### config.mk
export PLATFORM = sky130hd
export DESIGN_NAME = car_lane_driver
export DESIGN_NICKNAME = d
export VERILOG_FILES = /design/src/rtl/car_lane_driver_pkg.sv /design/src/rtl/car_lane_driver.sv
export SDC_FILE = /design/constraint.sdc
export NUM_CORES = 1
export LEC_CHECK = 0
export BUFFER_PORTS_ARGS = -buffer_cell sky130_fd_sc_hd__buf_2
export CAP_MARGIN = 40
export CORE_UTILIZATION = 61
export DETAILED_ROUTE_END_ITERATION = 10
export PLACE_DENSITY = 0.95
export SYNTH_ARGS = -nofsm -noshare
export SYNTH_HDL_FRONTEND = slang
export SYNTH_SLANG_ARGS = --single-unit
### constraint.sdc
create_clock -name i_Clk -period 3.9 [get_ports i_Clk]
set_clock_uncertainty 0.15 [all_clocks]
set_input_delay 0.39 -clock i_Clk [delete_from_list [all_inputs] [get_ports i_Clk]]
set_output_delay 0.39 -clock i_Clk [all_outputs]
set_load 0.01 [all_outputs]
### src/rtl/car_lane_driver_pkg.sv
// Playfield constants shared by every lane driver and by the display/collision logic.
package car_lane_driver_pkg;
  localparam int TILE_SIZE          = 16;
  localparam int H_VISIBLE_AREA     = 640;
  localparam int STEP_LIMIT_DEFAULT = 250000;
  localparam int POS_W              = 10;
  localparam int ARITH_W            = 11;
endpackage

### src/rtl/car_lane_driver.sv
// One traffic lane: a single car moving horizontally at a fixed row and wrapping at the screen edge.
module car_lane_driver
  import car_lane_driver_pkg::*;
#(
  parameter int TILE_SIZE      = car_lane_driver_pkg::TILE_SIZE,
  parameter int H_VISIBLE_AREA = car_lane_driver_pkg::H_VISIBLE_AREA,
  parameter int c_LANE_ROW     = 10,
  parameter int c_START_X      = 128,
  parameter int c_STEP_LIMIT   = car_lane_driver_pkg::STEP_LIMIT_DEFAULT,
  parameter int c_DIRECTION    = 0
) (
  input  logic       i_Clk,
  input  logic       i_Reset,
  input  logic       i_Enable,
  input  logic       i_Freeze,
  input  logic [1:0] i_Level,
  output logic [9:0] o_Car_X,
  output logic [9:0] o_Car_Y,
  output logic       o_Step,
  output logic       o_Wrap
);

  typedef enum logic [1:0] {
    IDLE = 2'd0,
    RUN  = 2'd1,
    HOLD = 2'd2
  } state_t;

  localparam int                   DIV_W    = $clog2(c_STEP_LIMIT);
  localparam logic [DIV_W-1:0]     DIV_TERM = DIV_W'(c_STEP_LIMIT - 1);
  localparam logic [ARITH_W-1:0]   H_AREA   = ARITH_W'(H_VISIBLE_AREA);
  localparam logic [POS_W-1:0]     START_X  = POS_W'(c_START_X);
  localparam logic [POS_W-1:0]     CAR_Y    = POS_W'(c_LANE_ROW * TILE_SIZE);

  state_t           state_q, state_d;
  logic [DIV_W-1:0] div_q, div_d;
  logic [POS_W-1:0] x_q, x_d;
  logic             step_q, step_d;
  logic             wrap_q, wrap_d;
  logic [POS_W-1:0] next_x;
  logic             next_wrap;

  // Returns {wrapped, new_x}; 11-bit arithmetic keeps X+S and X+H-S from overflowing.
  function automatic logic [POS_W:0] step_pos(input logic [POS_W-1:0] x,
                                              input logic [1:0]       lvl);
    logic [ARITH_W-1:0] x_w;
    logic [ARITH_W-1:0] s_w;
    logic [ARITH_W-1:0] res;
    logic               w;
    x_w = {1'b0, x};
    s_w = {{(ARITH_W-2){1'b0}}, lvl} + {{(ARITH_W-1){1'b0}}, 1'b1};
    w   = 1'b0;
    if (c_DIRECTION == 0) begin
      res = x_w + s_w;
      if (res >= H_AREA) begin
        res = res - H_AREA;
        w   = 1'b1;
      end
    end else if (x_w >= s_w) begin
      res = x_w - s_w;
    end else begin
      res = x_w + H_AREA - s_w;
      w   = 1'b1;
    end
    return {w, POS_W'(res)};
  endfunction

  always_comb begin
    state_d             = state_q;
    div_d               = div_q;
    x_d                 = x_q;
    step_d              = 1'b0;
    wrap_d              = 1'b0;
    {next_wrap, next_x} = step_pos(x_q, i_Level);
    case (state_q)
      IDLE: begin
        div_d = '0;
        if (i_Enable) state_d = i_Freeze ? HOLD : RUN;
      end
      RUN: begin
        if (!i_Enable) begin
          state_d = IDLE;
          div_d   = '0;
        end else if (i_Freeze) begin
          // Freeze wins even on the terminal count: the step is dropped, the divider parks.
          state_d = HOLD;
        end else if (div_q == DIV_TERM) begin
          div_d  = '0;
          x_d    = next_x;
          step_d = 1'b1;
          wrap_d = next_wrap;
        end else begin
          div_d = div_q + 1'b1;
        end
      end
      HOLD: begin
        if (!i_Enable) begin
          state_d = IDLE;
          div_d   = '0;
        end else if (!i_Freeze) begin
          state_d = RUN;
        end
      end
      default: begin
        state_d = IDLE;
        div_d   = '0;
      end
    endcase
  end

  always_ff @(posedge i_Clk or posedge i_Reset) begin
    if (i_Reset) begin
      state_q <= IDLE;
      div_q   <= '0;
      x_q     <= START_X;
      step_q  <= 1'b0;
      wrap_q  <= 1'b0;
    end else begin
      state_q <= state_d;
      div_q   <= div_d;
      x_q     <= x_d;
      step_q  <= step_d;
      wrap_q  <= wrap_d;
    end
  end

  assign o_Car_X = x_q;
  assign o_Car_Y = CAR_Y;
  assign o_Step  = step_q;
  assign o_Wrap  = wrap_q;

endmodule

==> results.py <==
metrics = {
    "setup_path": {
        "crit_type": "flip-flop to flip-flop",
        "critPathArrivalTime_ps": 3170,
        "cp.required_ps": 4020,
        "cp_max_fo": 6,
        "crit_path_end_kind": "flip-flop",
        "cp-start-kind": "flip-flop",
    },
    "global_routing": {
        "track_usage": 0.248,
        "grt_pass1_vias": 1475,
        "gr-total-overflow": 0,
        "grt_antenna_before_repair": 0,
        "grt_max_degree": 33,
        "grt_pass1_wl_mm": 6.38,
    },
    "power_and_ir_drop": {
        "sw_frac_of_total": 0.223,
        "peakVddDrop_mv": 0.225,
        "clkPwrFrac": 0.436,
        "p_sw_uw": 148,
        "p_seq_frac": 0.508,
        "internal-power_uw": 515,
        "powerDensity_nw_per_um2": 310,
        "leakagePower_nw": 0.974,
        "combinationalPowerShare": 0.056,
        "finalPower_uw": 663,
    },
    "routing": {
        "num_vias": 1538,
        "wl_per_cell_um": 13.6,
        "drt_iter0_drc": 83,
        "vias_per_cell": 5.59,
        "wl_met2_mm": 1.89,
        "met1_length_mm": 1.62,
        "drtPass1Iterations": 4,
        "ant_nets": 0,
        "routed.top_layer": "met4",
        "route.met3.wl_um": 151,
        "totalWireLength_mm": 3.73,
        "drc": 0,
    },
    "cells_and_area": {
        "num_antenna_cells": 0,
        "multi_input_area_um2": 1050,
        "final_cells": 275,
        "post-route-util": 0.700,
        "nets": 241,
        "seq_area_um2": 802,
        "area_growth_pct": 8.17,
        "layout-drive-gt1-share": 0.160,
        "n_fill_cell": 252,
    },
    "floorplanning": {
        "dieArea_um2": 3470,
        "coreArea_um2": 3050,
        "row_count": 20,
        "fp.dieH_um": 58.9,
        "ios": 28,
        "fp.dieW_um": 58.9,
        "start_util": 0.647,
    },
    "sta": {
        "fin_crit_ps": 3050,
        "worst_pin_slew_ps": 611,
        "finalSetupViolCount": 0,
        "max_freq_mhz": 328,
        "finalHoldViolCount": 0,
        "setup_slack_ps": 855,
        "rsz0062_at_grt": "false",
        "setup_tns_ps": 0,
        "slew_headroom": 0.593,
        "post-route-period-util": 0.781,
        "drv_slew": 0,
    },
    "synth": {
        "async_flop_share": 1.00,
        "synth_seq_cells": 32,
        "yosysMostFrequentCell": "dfrtp_1",
        "synth_warnings": 0,
        "synth_common_cells": "31 x dfrtp_1, 28 x nor2_1, 15 x nand2_1, 14 x xor2_1",
        "ys_seq_area_frac": 0.406,
        "synth.distinct_cells": 46,
        "syn_area_per_cell_um2": 9.27,
        "synth_top_area_frac": 0.393,
        "syn_area_um2": 1970,
        "synth.area.top_cells": "dfrtp_1 39%, xor2_1 6.2%, xnor2_1 5.8%",
        "ys.flop_type": "dfrtp_1",
        "synth_edf_count": 0,
        "synth_area_leader_cell": "dfrtp_1",
        "synthCells": 213,
    },
    "place": {
        "dp_hpwl_mm": 2.60,
        "dpl.cell_count": 266,
        "routabilityCongestion": 0.924,
        "io_buffers": 17,
        "post-place-ws_ps": 761,
    },
    "clock_tree": {
        "cts_sinks": 32,
        "cts_tree": "yes",
        "clockBufferDepth": 2,
        "cts_hold_buf": 1,
        "cts.clk_slew.worst_paths_ps": 100,
        "clk_latency_ps": 340,
        "cts-root-buf": "clkbuf_4",
        "cts_resized": 0,
        "cts_buffers": 5,
        "post_cts_buffers": 0,
        "cts_htree_levels": 2,
    },
    "hold_path": {
        "min_path_type": "input port to flip-flop",
    },
    "flow_run": {
        "maxCapViolations": 0,
    },
    "status": {
        "status": "finished, final reports clean",
    },
}
==> final timing paths <==
path / slack [ps] / cells past startpoint / startpoint / to
min in group asynchronous: 510 / 4 / i_Reset / state_q[1]$_DFFE_PP0P_
min: 80 / 2 / i_Freeze / state_q[0]$_DFFE_PP0P_
min reg2reg: 370 / 2 / o_Car_X[0]$_DFFE_PP0P_ / o_Car_X[0]$_DFFE_PP0P_
max in group asynchronous: 2760 / 4 / i_Reset / o_Car_X[7]$_DFFE_PP1P_
max reg2reg: 850 / 12 / o_Car_X[0]$_DFFE_PP0P_ / o_Car_X[8]$_DFFE_PP0P_
max: 850 / 12 / o_Car_X[0]$_DFFE_PP0P_ / o_Car_X[8]$_DFFE_PP0P_
==> cells in the final DEF (no fill, tap or decap), drive strengths merged, types with 2 or more instances in the layout <==
cell type | synthesis | layout
dfrtp | 31 | 31
o21ai | 8 | 8
or4 | 2 | 2
nor4b | 2 | 2
or3 | 2 | 2
ha | 4 | 4
nor4 | 5 | 5
xnor2 | 13 | 13
nor2 | 28 | 28
buf | 15 | 18
nand4 | 5 | 5
nor2b | 5 | 5
nand2 | 16 | 16
xor2 | 14 | 14
clkbuf | 2 | 7
nor3 | 4 | 4
nand3 | 13 | 13
and3 | 4 | 4
inv | 9 | 9
conb | 2 | 10
a31oi | 2 | 2
nand3b | 3 | 3
nand2b | 2 | 2
and2 | 2 | 2
a21oi | 5 | 5
mux2i | 3 | 3
==> cells by family (layout without fill, tap and decap cells) <==
group	Yosys count	after routing	share of synthesized area
other	2	10	0.00380
XOR/XNOR	27	27	0.120
flip-flops	32	32	0.406
AND/OR/NAND/NOR	97	97	0.266
buffers and inverters	26	36	0.0786
AO/OA/AOI/OAI	20	20	0.0678
adder cells (fa/ha/maj)	5	5	0.0355
multiplexers	4	4	0.0228
==> per-layer routing <==
layer / global-route usage / vias up
met5: 0 / -
met4: 0.109 / 0
met3: 0.0703 / 9
met2: 0.412 / 44
met1: 0.299 / 744
li1: - / 741
==> registers in the layout, summed over array words and instances (netlist names) <==
register  cells
div_q        18
o_Car_X      10
o_Step        1
o_Wrap        1
state_q       2
==> power by group through the flow <==
stage	registers (mW)	clock network [mW]	logic, mW
floorplan	0.342	0	0.0358
global placement	0.343	0	0.0354
detailed placement	0.343	0	0.0369
CTS	0.337	0.298	0.0378
global route	0.337	0.311	0.0427
finish	0.337	0.289	0.0374
==> area by class of cell <==
| class | count | area share |
|---|---|---|
| tap | 44 | 0.0258 |
| multi-input combinational | 163 | 0.490 |
| sequential | 32 | 0.376 |
| clock buffer | 7 | 0.0305 |
| clock inverter | 1 | 0.0141 |
| timing repair buffer | 19 | 0.0480 |
| inverter | 9 | 0.0158 |
==> worst max-delay path, stage by stage, from the launching register on <==
cell and delay [ps]:
dfrtp_1 370, inv_1 50, ha_1 200, fa_1 410
inv_1 140, and2_1 210, nand3_1 110, xor2_1 240
ha_1 230, o21ai_1 80, a21oi_1 320, mux2_4 340
o21ai_2 110
==> per-stage QoR <==
stage | hold slack [ps] | instance area [um^2]
2_1_floorplan | 305 | 2000
3_3_place_gp | 333 | 2030
3_5_place_dp | 350 | 2030
4_1_cts | 63.8 | 2140
5_1_grt | 72.9 | 2140
6_report | 81.2 | 2140
(Power assumes the default switching activity.)
